--- config.mk ---
export PLATFORM = sky130hd
export DESIGN_NAME = seq_divider
export DESIGN_NICKNAME = d
export VERILOG_FILES = /design/src/rtl/seq_divider.sv
export SDC_FILE = /design/constraint.sdc
export NUM_CORES = 1
export LEC_CHECK = 0
export ABC_CLOCK_PERIOD_IN_PS = 5300
export BUFFER_PORTS_ARGS = -buffer_cell sky130_fd_sc_hd__buf_4
export CORE_ASPECT_RATIO = 0.9
export CORE_MARGIN = 3
export CORE_UTILIZATION = 50
export CTS_CLUSTER_DIAMETER = 50
export DETAILED_ROUTE_END_ITERATION = 16
export PLACE_DENSITY = 0.78
export SLEW_MARGIN = 30
export SYNTH_ARGS = -nofsm -noshare
export SYNTH_HDL_FRONTEND = slang
export SYNTH_SLANG_ARGS = --single-unit
--- constraint.sdc ---
create_clock -name clk -period 5.3 [get_ports clk]
set_input_delay 0.53 -clock clk [delete_from_list [all_inputs] [get_ports clk]]
set_output_delay 0.53 -clock clk [all_outputs]
set_load 0.005 [all_outputs]
--- src/rtl/seq_divider.sv ---
// seq_divider: multi-cycle unsigned restoring divider.
// Produces one quotient bit per clock with a start/busy/done handshake.
// Results and the divide-by-zero flag are registered and held until the next done.
module seq_divider #(
  parameter int unsigned WIDTH = 4
) (
  input  logic             clk,
  input  logic             rst_n,
  input  logic             start,
  input  logic [WIDTH-1:0] dividend,
  input  logic [WIDTH-1:0] divisor,
  output logic             busy,
  output logic             done,
  output logic [WIDTH-1:0] quotient,
  output logic [WIDTH-1:0] remainder,
  output logic             div_by_zero
);

  localparam int unsigned CW = $clog2(WIDTH);

  localparam logic [1:0] S_IDLE = 2'd0;
  localparam logic [1:0] S_CALC = 2'd1;
  localparam logic [1:0] S_DONE = 2'd2;

  localparam logic [CW-1:0] LAST_CNT = CW'(WIDTH - 1);

  logic [1:0]       state;
  logic [CW-1:0]    count;
  logic [WIDTH-1:0] dvsr;
  // Partial remainder kept at WIDTH bits: after every restoring step it is
  // strictly below the divisor, so the extra top bit of R is always zero.
  logic [WIDTH-1:0] r_q;
  logic [WIDTH-1:0] q_q;

  logic [WIDTH:0]   r_shift;
  logic             ge;
  logic [WIDTH-1:0] diff;
  logic [WIDTH-1:0] r_next;
  logic [WIDTH-1:0] q_next;
  logic             accept;

  // One restoring shift/subtract step on the current partial remainder.
  always_comb begin
    r_shift = {r_q, q_q[WIDTH-1]};
    ge      = (r_shift >= {1'b0, dvsr});
    diff    = r_shift[WIDTH-1:0] - dvsr;
    r_next  = ge ? diff : r_shift[WIDTH-1:0];
    q_next  = {q_q[WIDTH-2:0], ge};
  end

  assign accept = start && (state != S_CALC);

  // Handshake outputs decoded straight from the state register.
  assign busy = (state == S_CALC);
  assign done = (state == S_DONE);

  // Control FSM, iteration datapath and result registers.
  always_ff @(posedge clk or negedge rst_n) begin
    if (!rst_n) begin
      state       <= S_IDLE;
      count       <= '0;
      dvsr        <= '0;
      r_q         <= '0;
      q_q         <= '0;
      quotient    <= '0;
      remainder   <= '0;
      div_by_zero <= 1'b0;
    end else begin
      case (state)
        S_CALC: begin
          r_q   <= r_next;
          q_q   <= q_next;
          count <= count - CW'(1);
          if (count == '0) begin
            state       <= S_DONE;
            quotient    <= q_next;
            remainder   <= r_next;
            div_by_zero <= 1'b0;
          end
        end
        default: begin
          // IDLE and DONE behave identically: accept a new start or idle.
          if (accept) begin
            dvsr  <= divisor;
            r_q   <= '0;
            q_q   <= dividend;
            count <= LAST_CNT;
            if (divisor == '0) begin
              state       <= S_DONE;
              quotient    <= '1;
              remainder   <= dividend;
              div_by_zero <= 1'b1;
            end else begin
              state <= S_CALC;
            end
          end else begin
            state <= S_IDLE;
          end
        end
      endcase
    end
  end

endmodule

==> summary.md, run 1 <==
| Metric | Value |
|---|---|
| Result of the run | `completed` |
| Relative contribution of combinational cells to total power | `54.2%` |
| Proportion of power drawn by flip-flops and latches | `36.4%` |
| Wirelength, routed | `2.643 mm` |
| Most Crowded Layer GR | `met2` |
| Crit path DAT | `1.68 ns` |
| Initial core utilization | `54.88%` |
| Number of endpoints failing setup at the final stage | `0` |
| Power per Cell Area | `647.6 mW/mm^2` |
| Clk Tree Root Cell | `sky130_fd_sc_hd__clkbuf_4` |
| Warning count from the yosys run | `0` |
| Kind of start point of the critical path | `flop` |
| Mapped Nets | `136` |
| Syn-to-layout area delta | `15.98%` |
| Pin count of the biggest net entering global routing | `26` |
| Type of the worst setup path | `flop to output port` |
| Count of standard-cell rows | `16` |
| Post-synthesis mux area share | `8.591%` |
| Ports | `22` |
| Global routing met1 resource utilization | `26.61%` |
| Internal Pwr Total | `0.5492 mW` |
| Number of buffers inserted by hold repair at cts | `0` |
| Shortest clock period the worst path allows after layout | `2.207 ns` |
| Fraction of the mapped netlist area in compound gates | `16.78%` |
| Required time at the endpoint of the critical path | `4.77 ns` |
| Met2 GRT Util | `28.86%` |
| Crit share post-route | `41.65%` |
| Vias per cell | `5.587` |
| Cell family contributing the most delay on the critical path | `buffers and inverters` |
| Vias in the first global route | `885` |
| Type of the most critical hold path | `input port to async pin` |
| TritonCTS clock tree | `yes` |
| CTS sink cnt | `25` |
| Number of storage elements in the synthesis netlist | `25` |
| Core area | `0.002282 mm^2` |
| Crit path capture type | `output port` |
| RePlAce Congestion | `0.7728` |
| Adder-Cell Fraction of Synth Area | `6.593%` |
| Number of vias in the routed layout | `933` |
| Buffer levels on the longest clock path | `2` |
| Average cell area after synthesis | `10.52 um^2` |
| Switching component of the power | `0.3916 mW` |
| Area share of xor/xnor cells in the synthesized design | `0.6993%` |
| Crit path max-delay cell type | `sky130_fd_sc_hd__nand2b_1` |
| Cell area after layout | `0.001453 mm^2` |
| Overall Global Routing Usage | `19.41%` |
| Worst voltage drop across the vdd grid | `0.3742 mV` |
| Main combinational cell family by area after synthesis | `compound AO/OA/AOI/OAI gates` |
| Wire length of the first global-routing pass | `4.319 mm` |
| Seq/Total Area, Yosys | `49.95%` |
| Number of max-capacitance violations reported | `0` |
| Setup total negative slack | `0 ns` |
| Largest driver fanout on the critical path | `17` |
| Antenna diodes | `0` |
| Die area | `0.003142 mm^2` |
| Clock power share | `9.4%` |
| Post-placement cell area | `0.001426 mm^2` |
| Placed wire-length estimate after detailed placement | `1.982 mm` |
| Share of final-layout standard cells stronger than drive strength 1 | `24.29%` |
| Remaining antenna violation count | `0` |
| Leakage | `0.6798 nW` |
| Port-buffer cells | `21` |
| H-Tree Level Count | `1` |
| Die width | `58.76 um` |
| Final number of max-transition violations | `0` |
| Drc violations | `0` |
| Number of cells upsized or downsized after cts | `0` |
| Library cells used by synthesis | `34` |
| Number of non-filler instances in the completed layout | `167` |
| DR pass1 iterations | `4` |
| Maximum achievable frequency | `0.4530 GHz` |
| Bufs and invs on worst path | `2` |
| Number of antenna violations at the first check in global routing | `0` |
| Total standard cell area after synthesis | `0.001252 mm^2` |
| Simple-gate portion of the synthesized area | `12.29%` |
| Post-layout net count | `158` |
| Worst slew pin tran | `0.6063 ns` |
| GRT met3 Usage | `5.854%` |
| Number of violations reported at the end of detailed-routing iteration 0 | `38` |
| Syn Inst Count | `119` |
| Average wire per cell in the routed design | `15.83 um` |
| Hold Violations, Final | `0` |
| Height of the die | `53.48 um` |
| Switching share of total power | `41.63%` |
| RSZ-0062 raised after global routing | `no` |
| Maximum cell stage delay along the critical path | `0.42 ns` |
| Worst relative slew slack | `59.58%` |
| TritonCTS buffer count | `3` |
| Chain of cells forming the critical path | `nand2b_1 -> inv_2 -> buf_4` |
| Post-CTS setup-driven buffer insertion count | `0` |
| Clock-pin slew on the worst setup and hold paths | `0.14 ns` |
| Setup Skew | `0.004192 ns` |
| Grt total ovfl | `0` |
| Number of cells in the design after placement | `163` |
| Clock network latency to the later pin of the worst-skew pair | `0.33 ns` |
[cells in the final DEF (no fill, tap or decap), types with 3 or more instances in the layout]
cell,instances
sky130_fd_sc_hd__mux2i_1,4
sky130_fd_sc_hd__nor2_1,4
sky130_fd_sc_hd__nor2b_1,4
sky130_fd_sc_hd__o21ai_0,10
sky130_fd_sc_hd__o21a_1,3
sky130_fd_sc_hd__mux2_2,5
sky130_fd_sc_hd__dfrtp_1,25
sky130_fd_sc_hd__ha_1,5
sky130_fd_sc_hd__buf_4,21
sky130_fd_sc_hd__clkbuf_4,3
sky130_fd_sc_hd__o21ai_1,4
sky130_fd_sc_hd__nand2_1,5
sky130_fd_sc_hd__nand3_1,5
sky130_fd_sc_hd__a21oi_1,8
sky130_fd_sc_hd__inv_1,9
[cell type report]
cell class,instances,area [um^2]
inverters,11,46.29
multi-input cells,79,563.0
repair buffers,21,157.7
clock buffers,4,26.28
well taps,27,33.78
fillers,183,829.5
flip-flops and latches,25,625.6
[state kept, by name, indices dropped and copies added (netlist names)]
name	cells
dvsr	4
q_q	4
r_q	4
remainder	4
quotient	4
state	2
count	2
div_by_zero	1
[Yosys cell counts (all sizes together)]
master  instances  area, um^2
o211ai          1       7.510
a211oi          1       7.510
a31oi           2       12.51
mux2i           4       40.04
clkinv          1       8.760
xnor2           1       8.760
and3            2       12.51
o22a            2       17.52
buf             2       10.01
nor3            3       26.28
fa              1       20.02
dfrtp          25       625.6
mux2            6       67.56
clkbuf          2       7.510
o21a            3       22.52
ha              5       62.56
or4             1       11.26
nor2b           4       25.02
o21ai          14       70.07
nor2            4       15.01
nand3           5       25.02
a21oi           9       48.80
inv            10       37.53
nand2b          1       6.260
a22oi           2       15.01
nor4            1       6.260
nand3b          1       7.510
o32ai           1       8.760
nand2           5       18.77
[cell families (layout without fill, tap and decap cells)]
group,Yosys count,after routing
multiplexers,10,10
buffers and inverters,15,36
flip-flops,25,25
AO/OA/AOI/OAI,35,35
XOR/XNOR,1,1
adder cells (fa/ha/maj),6,6
AND/OR/NAND/NOR,27,27
[power by group through the flow]
stage | clock (mW) | sequential (mW) | combinational, mW
global route | 0.0994 | 0.354 | 0.577
detailed placement | 0 | 0.347 | 0.509
finish | 0.0885 | 0.342 | 0.510
CTS | 0.0898 | 0.342 | 0.513
global placement | 0 | 0.344 | 0.491
floorplan | 0 | 0.337 | 0.361
[metal layers]
metal	up-vias	share of wire, %
li1	466	-
met5	-	0
met4	0	1.4
met3	4	4.7
met2	20	46
met1	443	48
[path summary, 6_finish.rpt]
check	cells after the start	start	slack (ns)	to
hold / removal	1	rst_n	0.07	r_q[3]
min in group clk	2	divisor[2]	0.44	dvsr[2]
max in group asynchronous	1	rst_n	4.97	q_q[0]
setup / recovery	3	state[1]	3.09	busy
hold reg to reg	1	count[0]	0.49	count[0]
setup reg to reg	8	state[1]	3.17	remainder[3]
[stage by stage]
stage          utilization [%]  power (mW)  worst slack [ns]  hold slack [ns]
3_3_place_gp             62.50      0.8346             3.200           0.4514
6_report                 63.65      0.9407             3.093          0.07432
4_1_cts                  63.65      0.9448             3.092          0.08734
3_5_place_dp             62.50      0.8558             3.183           0.4558
2_1_floorplan                -      0.6981             3.492           0.2344
5_1_grt                  63.65       1.030             2.912          0.06971
Note: power is estimated with default switching activity, not from simulation.
==> run 2: changes to the inputs <==
ABC_CLOCK_PERIOD_IN_PS = 2150   (was 5300)
clock period = 2.15 ns   (was 5.3 ns; I/O delays follow)
==> run 2 against run 1 <==
  * First-iteration DRC count decreased by 50%
  * Largest cell class unchanged
  * Clock skew decreased by 0.0032 ns
  * Global-route usage decreased by 0.59 points
  * Setup slack got worse by 2.9 ns
  * Die area unchanged
  * Non-clock buffer count increased by 2
  * Sequential share of layout area decreased by 0.51 points
  * Routed wire length decreased by 1.9%
  * Cell area increased by 1.2%
==> summary.md, run 2 (synthesis results as in run 1) <==
| Metric | Value |
|---|---|
| Result of the run | `completed` |
| Cell area after layout | `0.001470 mm^2` |
| Height of the die | `53.48 um` |
| Share of final-layout standard cells stronger than drive strength 1 | `24.65%` |
| Startpoint of the most critical register-to-register path | `r_q[1]` |
| Clock power share | `9.0%` |
| Drc violations | `0` |
| Switching component of the power | `0.9533 mW` |
| TritonCTS clock tree | `yes` |
| Clk Tree Root Cell | `sky130_fd_sc_hd__clkbuf_4` |
| Vias per cell | `5.763` |
| Type of the worst setup path | `flop to flop` |
| Ports | `22` |
| Maximum achievable frequency | `0.4994 GHz` |
| End point of the critical path | `remainder[0]` |
| Average wire per cell in the routed design | `15.34 um` |
| Clock-pin slew on the worst setup and hold paths | `0.13 ns` |
| Largest driver fanout on the critical path | `5` |
| Proportion of power drawn by flip-flops and latches | `36.7%` |
| RePlAce Congestion | `0.7574` |
| R2r endpoint | `remainder[0]` |
| Number of cells in the design after placement | `164` |
| Final number of max-transition violations | `0` |
| Place WS | `0.1854 ns` |
| CTS sink cnt | `25` |
| Worst slew pin tran | `0.3959 ns` |
| Initial core utilization | `54.88%` |
| Shortest clock period the worst path allows after layout | `2.003 ns` |
| Crit share post-route | `93.14%` |
| Setup Skew | `0.0009525 ns` |
| Kind of start point of the critical path | `flop` |
| Wirelength, routed | `2.593 mm` |
| Hold Violations, Final | `0` |
| Crit path capture type | `flop` |
| Setup total negative slack | `0 ns` |
| Post-CTS setup-driven buffer insertion count | `0` |
| Commonest non-fill, non-tap cell in the layout | `sky130_fd_sc_hd__dfrtp_1` |
| DR pass1 iterations | `4` |
| Filler Cell Count | `192` |
| Number of violations reported at the end of detailed-routing iteration 0 | `19` |
| Worst slack on hold paths | `0.1328 ns` |
| Vias in the first global route | `929` |
| Worst voltage drop across the vdd grid | `0.9654 mV` |
| Syn-to-layout area delta | `17.38%` |
| Required time at the endpoint of the critical path | `2.40 ns` |
| Number of endpoints failing setup at the final stage | `0` |
| Crit path DAT | `2.25 ns` |
| Port-buffer cells | `21` |
| Overall Global Routing Usage | `18.82%` |
| Die width | `58.76 um` |
| Remaining antenna violation count | `0` |
| Worst reg2reg setup slack | `0.15 ns` |
| Post-placement cell area | `0.001434 mm^2` |
| Worst relative slew slack | `73.36%` |
| Antenna diodes | `0` |
| Number of antenna violations at the first check in global routing | `0` |
| TritonCTS buffer count | `3` |
| Grt total ovfl | `0` |
| RSZ-0062 raised after global routing | `no` |
| Number of non-filler instances in the completed layout | `169` |
| Relative contribution of combinational cells to total power | `54.3%` |
| H-Tree Level Count | `1` |
| Die area | `0.003142 mm^2` |
| Power per Cell Area | `1579 mW/mm^2` |
| Worst setup startpoint | `r_q[1]` |
| Final worst slack | `0.1474 ns` |
| Buffer levels on the longest clock path | `2` |
| Wire length of the first global-routing pass | `4.340 mm` |
| Placed wire-length estimate after detailed placement | `2.009 mm` |
| Internal Pwr Total | `1.367 mW` |
| Post-layout net count | `160` |
| Count of standard-cell rows | `16` |
| Core area | `0.002282 mm^2` |
| Worst reg-to-reg path cell count | `6` |
| Switching share of total power | `41.08%` |
| Most frequent cells in the layout | `sky130_fd_sc_hd__dfrtp_1 (25), sky130_fd_sc_hd__buf_4 (22), sky130_fd_sc_hd__o21ai_0 (10), sky130_fd_sc_hd__inv_1 (9), sky130_fd_sc_hd__a21oi_1 (8)` |
| Leakage | `0.6888 nW` |
| Number of vias in the routed layout | `974` |
| Clock network latency to the later pin of the worst-skew pair | `0.31 ns` |
| Type of the most critical hold path | `input port to flop` |
| Number of max-capacitance violations reported | `0` |
| Pin count of the biggest net entering global routing | `26` |
==> run 2: critical path: stages (launching register included) <==
cell and delay [ns]:
sky130_fd_sc_hd__dfrtp_1 0.42, sky130_fd_sc_hd__ha_1 0.33, sky130_fd_sc_hd__a21oi_1 0.20, sky130_fd_sc_hd__o21a_1 0.19
sky130_fd_sc_hd__o21a_1 0.25, sky130_fd_sc_hd__mux2_1 0.36, sky130_fd_sc_hd__a31oi_1 0.18
==> run 2: final cells by class <==
type	instances	area [um^2]	share of cell area, %
well taps	27	33.78	2.298
inverters	11	46.29	3.149
clock buffers	4	26.28	1.787
flip-flops and latches	25	625.6	42.55
multi-input cells	79	563.0	38.30
repair buffers	23	175.2	11.91
==> run 2: how the worst min path moves through the flow <==
stage               depth (start not counted)        to       start
global route                                2   dvsr[0]  divisor[0]
finish                                      2   dvsr[0]  divisor[0]
detailed placement                          1  state[0]       rst_n
CTS                                         2   dvsr[0]  divisor[0]
global placement                            1    r_q[2]       rst_n
floorplan                                   0  count[0]       rst_n
==> run 2: timing repair <==
action,CTS,global route
endpoints found under the hold margin,25,0
hold buffers,1,0
gates resized for setup,0,0
==> run 2: metrics by stage <==
stage,total power [mW],utilization [%]
after detailed placement,2.123,62.83
after floorplan,1.721,-
after global placement,2.073,62.83
after CTS,2.327,64.42
after global routing,2.538,64.42
final,2.321,64.42
==> run 2: per-layer routing <==
metal  part of all wire, %  GRT usage [%]
met1                    46          25.42
met2                    48          30.51
met3                   5.8          4.878
met4                  0.39          3.396
met5                     0              0
==> run 2: power by group through the flow <==
stage / combinational (mW) / sequential [mW] / clock (mW)
after floorplan: 0.891 / 0.830 / 0
after global placement: 1.22 / 0.849 / 0
after detailed placement: 1.26 / 0.865 / 0
after CTS: 1.26 / 0.854 / 0.211
after global routing: 1.43 / 0.881 / 0.231
final: 1.26 / 0.852 / 0.209
